**config.mk**
```make
export PLATFORM = sky130hd
export DESIGN_NAME = serial_to_parallel
export DESIGN_NICKNAME = d
export VERILOG_FILES = /design/src/rtl/audio_pkg.sv /design/src/rtl/sync_edge_detect.sv /design/src/rtl/serial_to_parallel.sv
export SDC_FILE = /design/constraint.sdc
export NUM_CORES = 1
export LEC_CHECK = 0
export ABC_CLOCK_PERIOD_IN_PS = 1540
export CORE_UTILIZATION = 33
export CTS_CLUSTER_SIZE = 16
export DETAILED_ROUTE_END_ITERATION = 12
export GPL_ROUTABILITY_DRIVEN = 0
export RECOVER_POWER = 50
export SYNTH_ARGS = -nofsm -noshare
export SYNTH_HDL_FRONTEND = slang
export SYNTH_SLANG_ARGS = --single-unit
export TNS_END_PERCENT = 100
```
**constraint.sdc**
```tcl
create_clock -name clk -period 1.54 [get_ports clk]
set_input_delay 0.231 -clock clk [delete_from_list [all_inputs] [get_ports clk]]
set_output_delay 0.231 -clock clk [all_outputs]
set_load 0.01 [all_outputs]
```
**src/rtl/audio_pkg.sv**
```systemverilog
// Shared types and constants for the audio serial link blocks.
package audio_pkg;

  localparam int AUDIO_WORD_W = 32;
  localparam int AUDIO_HALF_W = 16;

  // Deserializer lock state: searching for a frame start, or tracking frames.
  typedef enum logic {
    HUNT  = 1'b0,
    SHIFT = 1'b1
  } s2p_state_t;

endpackage

```
**src/rtl/sync_edge_detect.sv**
```systemverilog
// Multi-stage input synchronizer with registered level and edge pulses.
// The level and the edge pulses come out of the same register stage, so
// several instances fed from related lines stay cycle-aligned.
module sync_edge_detect #(
  parameter int SYNC_STAGES = 2
) (
  input  logic clk,
  input  logic rst,
  input  logic din,
  output logic level,
  output logic rise,
  output logic fall
);

  logic [SYNC_STAGES-1:0] sync_reg;
  logic                   level_reg;
  logic                   rise_reg;
  logic                   fall_reg;

  // Metastability chain: din enters at bit 0 and walks towards the top bit.
  always_ff @(posedge clk) begin
    if (rst) begin
      sync_reg <= '0;
    end else begin
      sync_reg <= {sync_reg[SYNC_STAGES-2:0], din};
    end
  end

  // Keep the previous synchronized value and derive one-cycle edge pulses.
  always_ff @(posedge clk) begin
    if (rst) begin
      level_reg <= 1'b0;
      rise_reg  <= 1'b0;
      fall_reg  <= 1'b0;
    end else begin
      level_reg <= sync_reg[SYNC_STAGES-1];
      rise_reg  <= sync_reg[SYNC_STAGES-1] & ~level_reg;
      fall_reg  <= ~sync_reg[SYNC_STAGES-1] & level_reg;
    end
  end

  assign level = level_reg;
  assign rise  = rise_reg;
  assign fall  = fall_reg;

endmodule

```
**src/rtl/serial_to_parallel.sv**
```systemverilog
// Receive deserializer for the audio serial link. Oversamples the bit clock,
// frame sync and data lines in the system clock domain, aligns to frame
// starts (ws falling, one-bit delayed data) and emits complete words.
module serial_to_parallel
  import audio_pkg::*;
#(
  parameter int WIDTH       = AUDIO_WORD_W,
  parameter int SYNC_STAGES = 2
) (
  input  logic             clk,
  input  logic             rst,
  input  logic             sclk_in,
  input  logic             ws_in,
  input  logic             sdata_in,
  output logic [WIDTH-1:0] parallel,
  output logic             valid,
  output logic             frame_err,
  output logic             locked
);

  localparam int               CNT_W      = $clog2(WIDTH);
  localparam logic [CNT_W-1:0] LAST_BIT   = CNT_W'(WIDTH - 1);
  localparam int               NUM_LINES  = 3;
  localparam int               LINE_SCLK  = 0;
  localparam int               LINE_WS    = 1;
  localparam int               LINE_SDATA = 2;

  // ---------------------------------------------------------------------
  // Input conditioning: one synchronizer per serial line.
  // ---------------------------------------------------------------------
  logic [NUM_LINES-1:0] line_raw;
  logic [NUM_LINES-1:0] line_level;
  logic [NUM_LINES-1:0] line_rise;
  logic [NUM_LINES-1:0] line_fall;

  assign line_raw = {sdata_in, ws_in, sclk_in};

  genvar gi;
  generate
    for (gi = 0; gi < NUM_LINES; gi++) begin : g_sync
      sync_edge_detect #(
        .SYNC_STAGES(SYNC_STAGES)
      ) u_sync (
        .clk  (clk),
        .rst  (rst),
        .din  (line_raw[gi]),
        .level(line_level[gi]),
        .rise (line_rise[gi]),
        .fall (line_fall[gi])
      );
    end
  endgenerate

  // Only the bit-clock edge and the ws/sdata levels drive the datapath.
  logic unused_edges;
  assign unused_edges = &{1'b0, line_level[LINE_SCLK],
                          line_rise[LINE_SDATA:LINE_WS], line_fall};

  logic sample;
  logic ws_s;
  logic sdata_s;

  assign sample  = line_rise[LINE_SCLK];
  assign ws_s    = line_level[LINE_WS];
  assign sdata_s = line_level[LINE_SDATA];

  // ---------------------------------------------------------------------
  // State and datapath registers.
  // ---------------------------------------------------------------------
  s2p_state_t         state_reg,     state_next;
  logic [CNT_W-1:0]   bit_cnt_reg,   bit_cnt_next;
  logic [WIDTH-2:0]   shreg_reg,     shreg_next;
  logic [WIDTH-1:0]   parallel_reg,  parallel_next;
  logic               valid_reg,     valid_next;
  logic               frame_err_reg, frame_err_next;
  logic               ws_prev_reg,   ws_prev_next;
  logic               locked_reg;
  logic               frame_start;

  // ws value at the previous sample event, not the previous clk cycle.
  assign frame_start = sample & ~ws_s & ws_prev_reg;

  // Next-state, datapath and strobe decisions; everything advances on samples.
  always_comb begin
    state_next     = state_reg;
    bit_cnt_next   = bit_cnt_reg;
    shreg_next     = shreg_reg;
    parallel_next  = parallel_reg;
    valid_next     = 1'b0;
    frame_err_next = 1'b0;
    ws_prev_next   = ws_prev_reg;

    if (sample) begin
      ws_prev_next = ws_s;
      shreg_next   = {shreg_reg[WIDTH-3:0], sdata_s};
      bit_cnt_next = frame_start ? '0 : bit_cnt_reg + 1'b1;

      unique case (state_reg)
        HUNT: begin
          if (frame_start) begin
            state_next = SHIFT;
          end
        end
        SHIFT: begin
          if (frame_start) begin
            if (bit_cnt_reg == LAST_BIT) begin
              // The frame-start sample carries the LSB of the finished word.
              parallel_next = {shreg_reg, sdata_s};
              valid_next    = 1'b1;
            end else begin
              // Short frame: drop the word but stay aligned to this new start.
              frame_err_next = 1'b1;
            end
          end else if (bit_cnt_reg == LAST_BIT) begin
            // Overlong frame: framing is lost, search again.
            frame_err_next = 1'b1;
            state_next     = HUNT;
          end
        end
        default: begin
          state_next = HUNT;
        end
      endcase
    end
  end

  // Register all state and outputs; reset discards any partial word.
  always_ff @(posedge clk) begin
    if (rst) begin
      state_reg     <= HUNT;
      bit_cnt_reg   <= '0;
      shreg_reg     <= '0;
      parallel_reg  <= '0;
      valid_reg     <= 1'b0;
      frame_err_reg <= 1'b0;
      ws_prev_reg   <= 1'b0;
      locked_reg    <= 1'b0;
    end else begin
      state_reg     <= state_next;
      bit_cnt_reg   <= bit_cnt_next;
      shreg_reg     <= shreg_next;
      parallel_reg  <= parallel_next;
      valid_reg     <= valid_next;
      frame_err_reg <= frame_err_next;
      ws_prev_reg   <= ws_prev_next;
      locked_reg    <= (state_next == SHIFT);
    end
  end

  assign parallel  = parallel_reg;
  assign valid     = valid_reg;
  assign frame_err = frame_err_reg;
  assign locked    = locked_reg;

endmodule

```
== Word level (Yosys, flattened, before mapping) ==
Cells that the tools add are included.
W data, S select, Z words.

* Register bits: 82
* Latch bits: 0
* Memory bits (writable): 0
* ROM bits: 0
* Input bits: 5
* Output and inout port bits: 35
* Word-level logic and storage cells: 34
* Memories: 0

* $add $sub $neg: 1
* Multipliers: 0
* Div/mod/pow operators: 0
* $lt $le $gt $ge: 0
* Eq/ne operators: 1
* Shifts and indexed selects: 0
* Mux-type cells: 7
* Bitwise gates (word level): 8
* Reductions and logical operators: 3

{| class="wikitable"
|+ Operators by type and width
! operator !! count
|-
| $add A5 B1 Y5 const B || 1
|-
| $eq A5 B5 Y1 const B || 1
|-
| $mux W1 || 5
|-
| $mux W5 || 1
|-
| $not A1 Y1 || 5
|-
| $reduce_and A4 Y1 || 1
|-
| $reduce_or A4 Y1 || 1
|-
| $and A1 B1 Y1 || 3
|-
| $reduce_or A3 Y1 || 1
|-
| $pmux W1 S2 || 1
|}

== Depth between registers and ports, before layout ==
* Depth after elaboration: 5
* Mapped depth: 7

== Hierarchy ==
A second synthesis with hierarchy kept.

* Cell total of the unflattened synthesis: 314
* Area, all modules: 3335.7 um2

{| class="wikitable"
|+ By module, submodules not included
! module !! times used !! cells an instance !! area each (um2) !! sequential area each (um2)
|-
| serial_to_parallel || 1 || 284 || 2934.1 || 1441.4
|-
| sync_edge_detect || 3 || 10 || 133.9 || 100.1
|}

== Least setup slack after synthesis ==
Ideal clock, no wire load.

* Path type: reg-to-reg
* Start: reg bit_cnt_reg[0]
* End: reg parallel_reg[10] (netlist: parallel[10])
* Setup time: 72 ps
* Arrival time: 1574 ps
* Path slack: -106 ps
* Stages on the path, launching flop included: 8
* Path buffers: 1
* Cells stage by stage: dfxtp_1 > ha_1 > and3_1 > ha_1 > inv_1 > nor3_4 > buf_6 > mux2i_1

* Word-level cells in the longest chain between the ends: 2

{| class="wikitable"
|+ Ends and longest elaborated chain
! element !! RTL line !! text
|-
| start, declared || serial_to_parallel.sv:71 || <nowiki>logic [CNT_W-1:0] bit_cnt_reg, bit_cnt_next;</nowiki>
|-
| start signal, assigned || serial_to_parallel.sv:140 || <nowiki>bit_cnt_reg <= bit_cnt_next;</nowiki>
|-
| $eq A5 B5 Y1 || serial_to_parallel.sv:106 || <nowiki>if (bit_cnt_reg == LAST_BIT) begin</nowiki>
|-
| $reduce_and A4 Y1 (no source line) || - ||
|-
| end signal, assigned || serial_to_parallel.sv:142 || <nowiki>parallel_reg <= parallel_next;</nowiki>
|-
| end, declared || serial_to_parallel.sv:73 || <nowiki>logic [WIDTH-1:0] parallel_reg, parallel_next;</nowiki>
|}

No other way between the ends.
A chain may end at the register's enable or synchronous reset.

== Worst setup path in the final report ==
* Start: reg bit_cnt_reg[1]
* End: reg parallel_reg[17] (netlist: parallel[17])

The elaborated chain is that of the path after synthesis.

==> impl_metrics.tcl <==
set metrics [dict create \
    grt.overflow.total 0 \
    synth-seq-area-share_pct 51.29 \
    period_needed_ps 1621 \
    clkLatencyLatePin_ps 350 \
    end_kind "flip-flop" \
    cts_buffer_depth 2 \
    worst_slew_pin_slew_ps 783.3 \
    endpoint "parallel[17]$_SDFFE_PP0P_" \
    die_h_microns 100.5 \
    startpoint "bit_cnt_reg[1]$_SDFFE_PP0P_" \
    maxSlewHeadroom_pct 47.78 \
    vias_per_cell 4.284 \
    mostFrequentLayoutCells "79 x dfxtp_1, 67 x nand2b_1, 63 x mux2i_1, 38 x clkdlybuf4s50_1, 34 x nor2_1" \
    drive_gt1_share_pct 11.48 \
    postSynthAreaPerCell_sq_um 10.49 \
    clk_root_buffer_cell "clkbuf_8" \
    ys_types 25 \
    fill_cells 914 \
    yosys_warnings 0 \
    path_clk_slew_ps 80 \
    cp.required_ps 1820 \
    instances_no_fill 486 \
    core_area_sq_mm 0.009328 \
    wirelength_mm 5.541 \
    crit_type "reg2reg" \
    yosys.area_share.xor_xnor_pct 0.5473 \
    n_antenna_cell 0 \
    reg2reg_slack_ps -80 \
    synthAdderAreaFrac_pct 1.173 \
    fin_skew_ps 8.452 \
    cts_hold_buf 0 \
    numClockSinks 82 \
    numPortBuffers 39 \
    numCtsBuffers 9 \
    place_inst 465 \
    grt_pass1_wl_mm 8.956 \
    synthCells 305 \
    start_kind "flip-flop" \
    htreeDepth 3 \
    reg2reg_to "parallel[17]$_SDFFE_PP0P_" \
    crit_arrival_ps 1900 \
    worst-path-buf-inv 3 \
    num_io_pins 40 \
    setup_tns_ps -1574 \
    hpwl_mm 3.217 \
    grt_pass1_vias 1981 \
    die_w_microns 100.5 \
    yosys.area_share.simple_pct 21.93 \
    maxCapViolCount 0 \
    vias 2082 \
    path_cells "ha_4 > and3_4 > ha_4 > inv_2 > nor3_4 > buf_4 > clkbuf_16 > mux2i_1" \
    synth_seq_cells 82 \
    fmax_mhz 617.0 \
    cts_tree "built" \
    dr.pass1.iters 4 \
    critical_path_depth 8 \
    postRouteAntennaNets 0 \
    grt_usage_pct 11.43 \
    synth_compound_area_share_pct 1.407 \
    min_period_over_period_pct 105.2 \
    rsz0062_at_grt "true" \
    cp_top_family "buffers and inverters" \
    dieArea_sq_mm 0.01010 \
    mostFrequentLayoutCell "dfxtp_1" \
    synth_fp_nets 313 \
    drc 0 \
    start_util_pct 34.31 \
    hold_ws_ps 347.3 \
    hold_class "in2reg" \
    synth_area_sq_mm 0.003201 \
    ir_drop_uv 360.8 \
    layout_setup_ws_ps -80.65 \
    violations "setup timing" \
    grt_max_degree 42 \
    cpPeakStageDelay_ps 360 \
    p_per_area_mw_per_mm2 1005 \
    maxSlewViolCount 0 \
    largest_reg_flops 32 \
    timing.rr.start "bit_cnt_reg[1]$_SDFFE_PP0P_" \
    critPathMaxFanout 8 \
    status "finished, violations left" \
    area_growth_pct 28.85 \
    drtIter0Drc 56 \
    fp-row-count 35 \
    dp_slack_ps -79.29 \
    p_leak_nw 1.366 \
    num-nets-final 360 \
    setup_viol_count_final 32 \
    routedWlPerCell_microns 11.40 \
    slowest_stage "dfxtp_2" \
    hold_viol 0 \
    synthMuxAreaShare_pct 20.02 \
    synth_top_family_by_area "simple AND/OR/NAND/NOR gates" \
    antenna_found_initial 0 \
    reg2reg_depth 8 \
    cpMostUsedCell "ha_4" \
]
## timing repair
action / in CTS / in global routing
endpoints found under the setup margin: 33 / 32
resized for setup: 2 / 2
buffers inserted: 2 / 0
pin swaps: 0 / 0
cloned: 1 / 2
## layer usage
layer | track usage (%) | share of wire (%)
met5 | 0 | 0
met4 | 5.686 | 1.7
met3 | 3.953 | 4.9
met2 | 16.97 | 42
met1 | 14.74 | 51
## cell families (layout without fill, tap and decap cells)
group	count (synthesis)	count (layout)
flip-flops	82	82
AND/OR/NAND/NOR	126	126
multiplexers	64	64
AO/OA/AOI/OAI	7	7
XOR/XNOR	2	2
buffers and inverters	21	73
adder cells (fa/ha/maj)	3	3
## power by group
group | total, W | switching (W) | internal (W)
clock | 0.00190 | 0.000732 | 0.00117
combinational | 0.000113 | 0.0000548 | 0.0000579
sequential | 0.00213 | 0.00000414 | 0.00213
total | 0.00414 | 0.000791 | 0.00335
## synthesized netlist by cell type (all sizes together)
cell,instances,area (sq um)
nor3,4,31.28
nand3,2,10.01
nand2b,67,419.2
buf,13,86.33
o21ai,1,5.000
ha,3,37.54
nand4,1,6.260
inv,1,3.750
a21oi,3,15.01
a32o,1,10.01
nor2b,14,87.58
xor2,1,8.760
mux2i,64,640.6
and3,1,6.260
dfxtp,82,1642
xnor2,1,8.760
clkbuf,7,26.28
a211oi,1,7.510
nor2,34,127.6
a22oi,1,7.510
nand2,3,13.77
## metrics by stage
step                      util, %  power (W)  instance area (sq um)
final                       44.21   0.004145                   4124
after global routing        44.21   0.004324                   4124
after CTS                   43.88   0.004225                   4093
after detailed placement    40.70   0.002305                   3796
after global placement      40.70   0.002304                   3796
after floorplan                 -   0.002270                   3233
## final cells by class
cell class	count	area (sq um)	share of cell area, %
multi-input cells	202	1476	35.80
inverters	1	3.754	0.09102
clock buffers	12	155.1	3.762
repair buffers	56	584.3	14.17
well taps	129	161.4	3.914
flip-flops and latches	82	1645	39.90
clock inverters	4	97.59	2.367
## worst min-delay path by stage
stage	from	end	slack, ps	cells after the start
after floorplan	sclk_in	g_sync[0].u_sync.sync_reg[0]$_SDFF_PP0_	360	1
after global placement	g_sync[0].u_sync.level$_SDFF_PP0_	g_sync[0].u_sync.rise$_SDFF_PP0_	360	1
after detailed placement	g_sync[0].u_sync.level$_SDFF_PP0_	g_sync[0].u_sync.rise$_SDFF_PP0_	370	1
after CTS	rst	shreg_reg[20]$_SDFFE_PP0P_	220	2
after global routing	rst	shreg_reg[19]$_SDFFE_PP0P_	370	2
final	rst	shreg_reg[20]$_SDFFE_PP0P_	350	2
## worst register-to-register path: stages (launching register included)
cell,delay [ps]
dfxtp_2,360
ha_4,130
and3_4,200
ha_4,130
inv_2,40
nor3_4,180
buf_4,180
clkbuf_16,170
mux2i_1,170
Power figures use the tool's default switching activity.
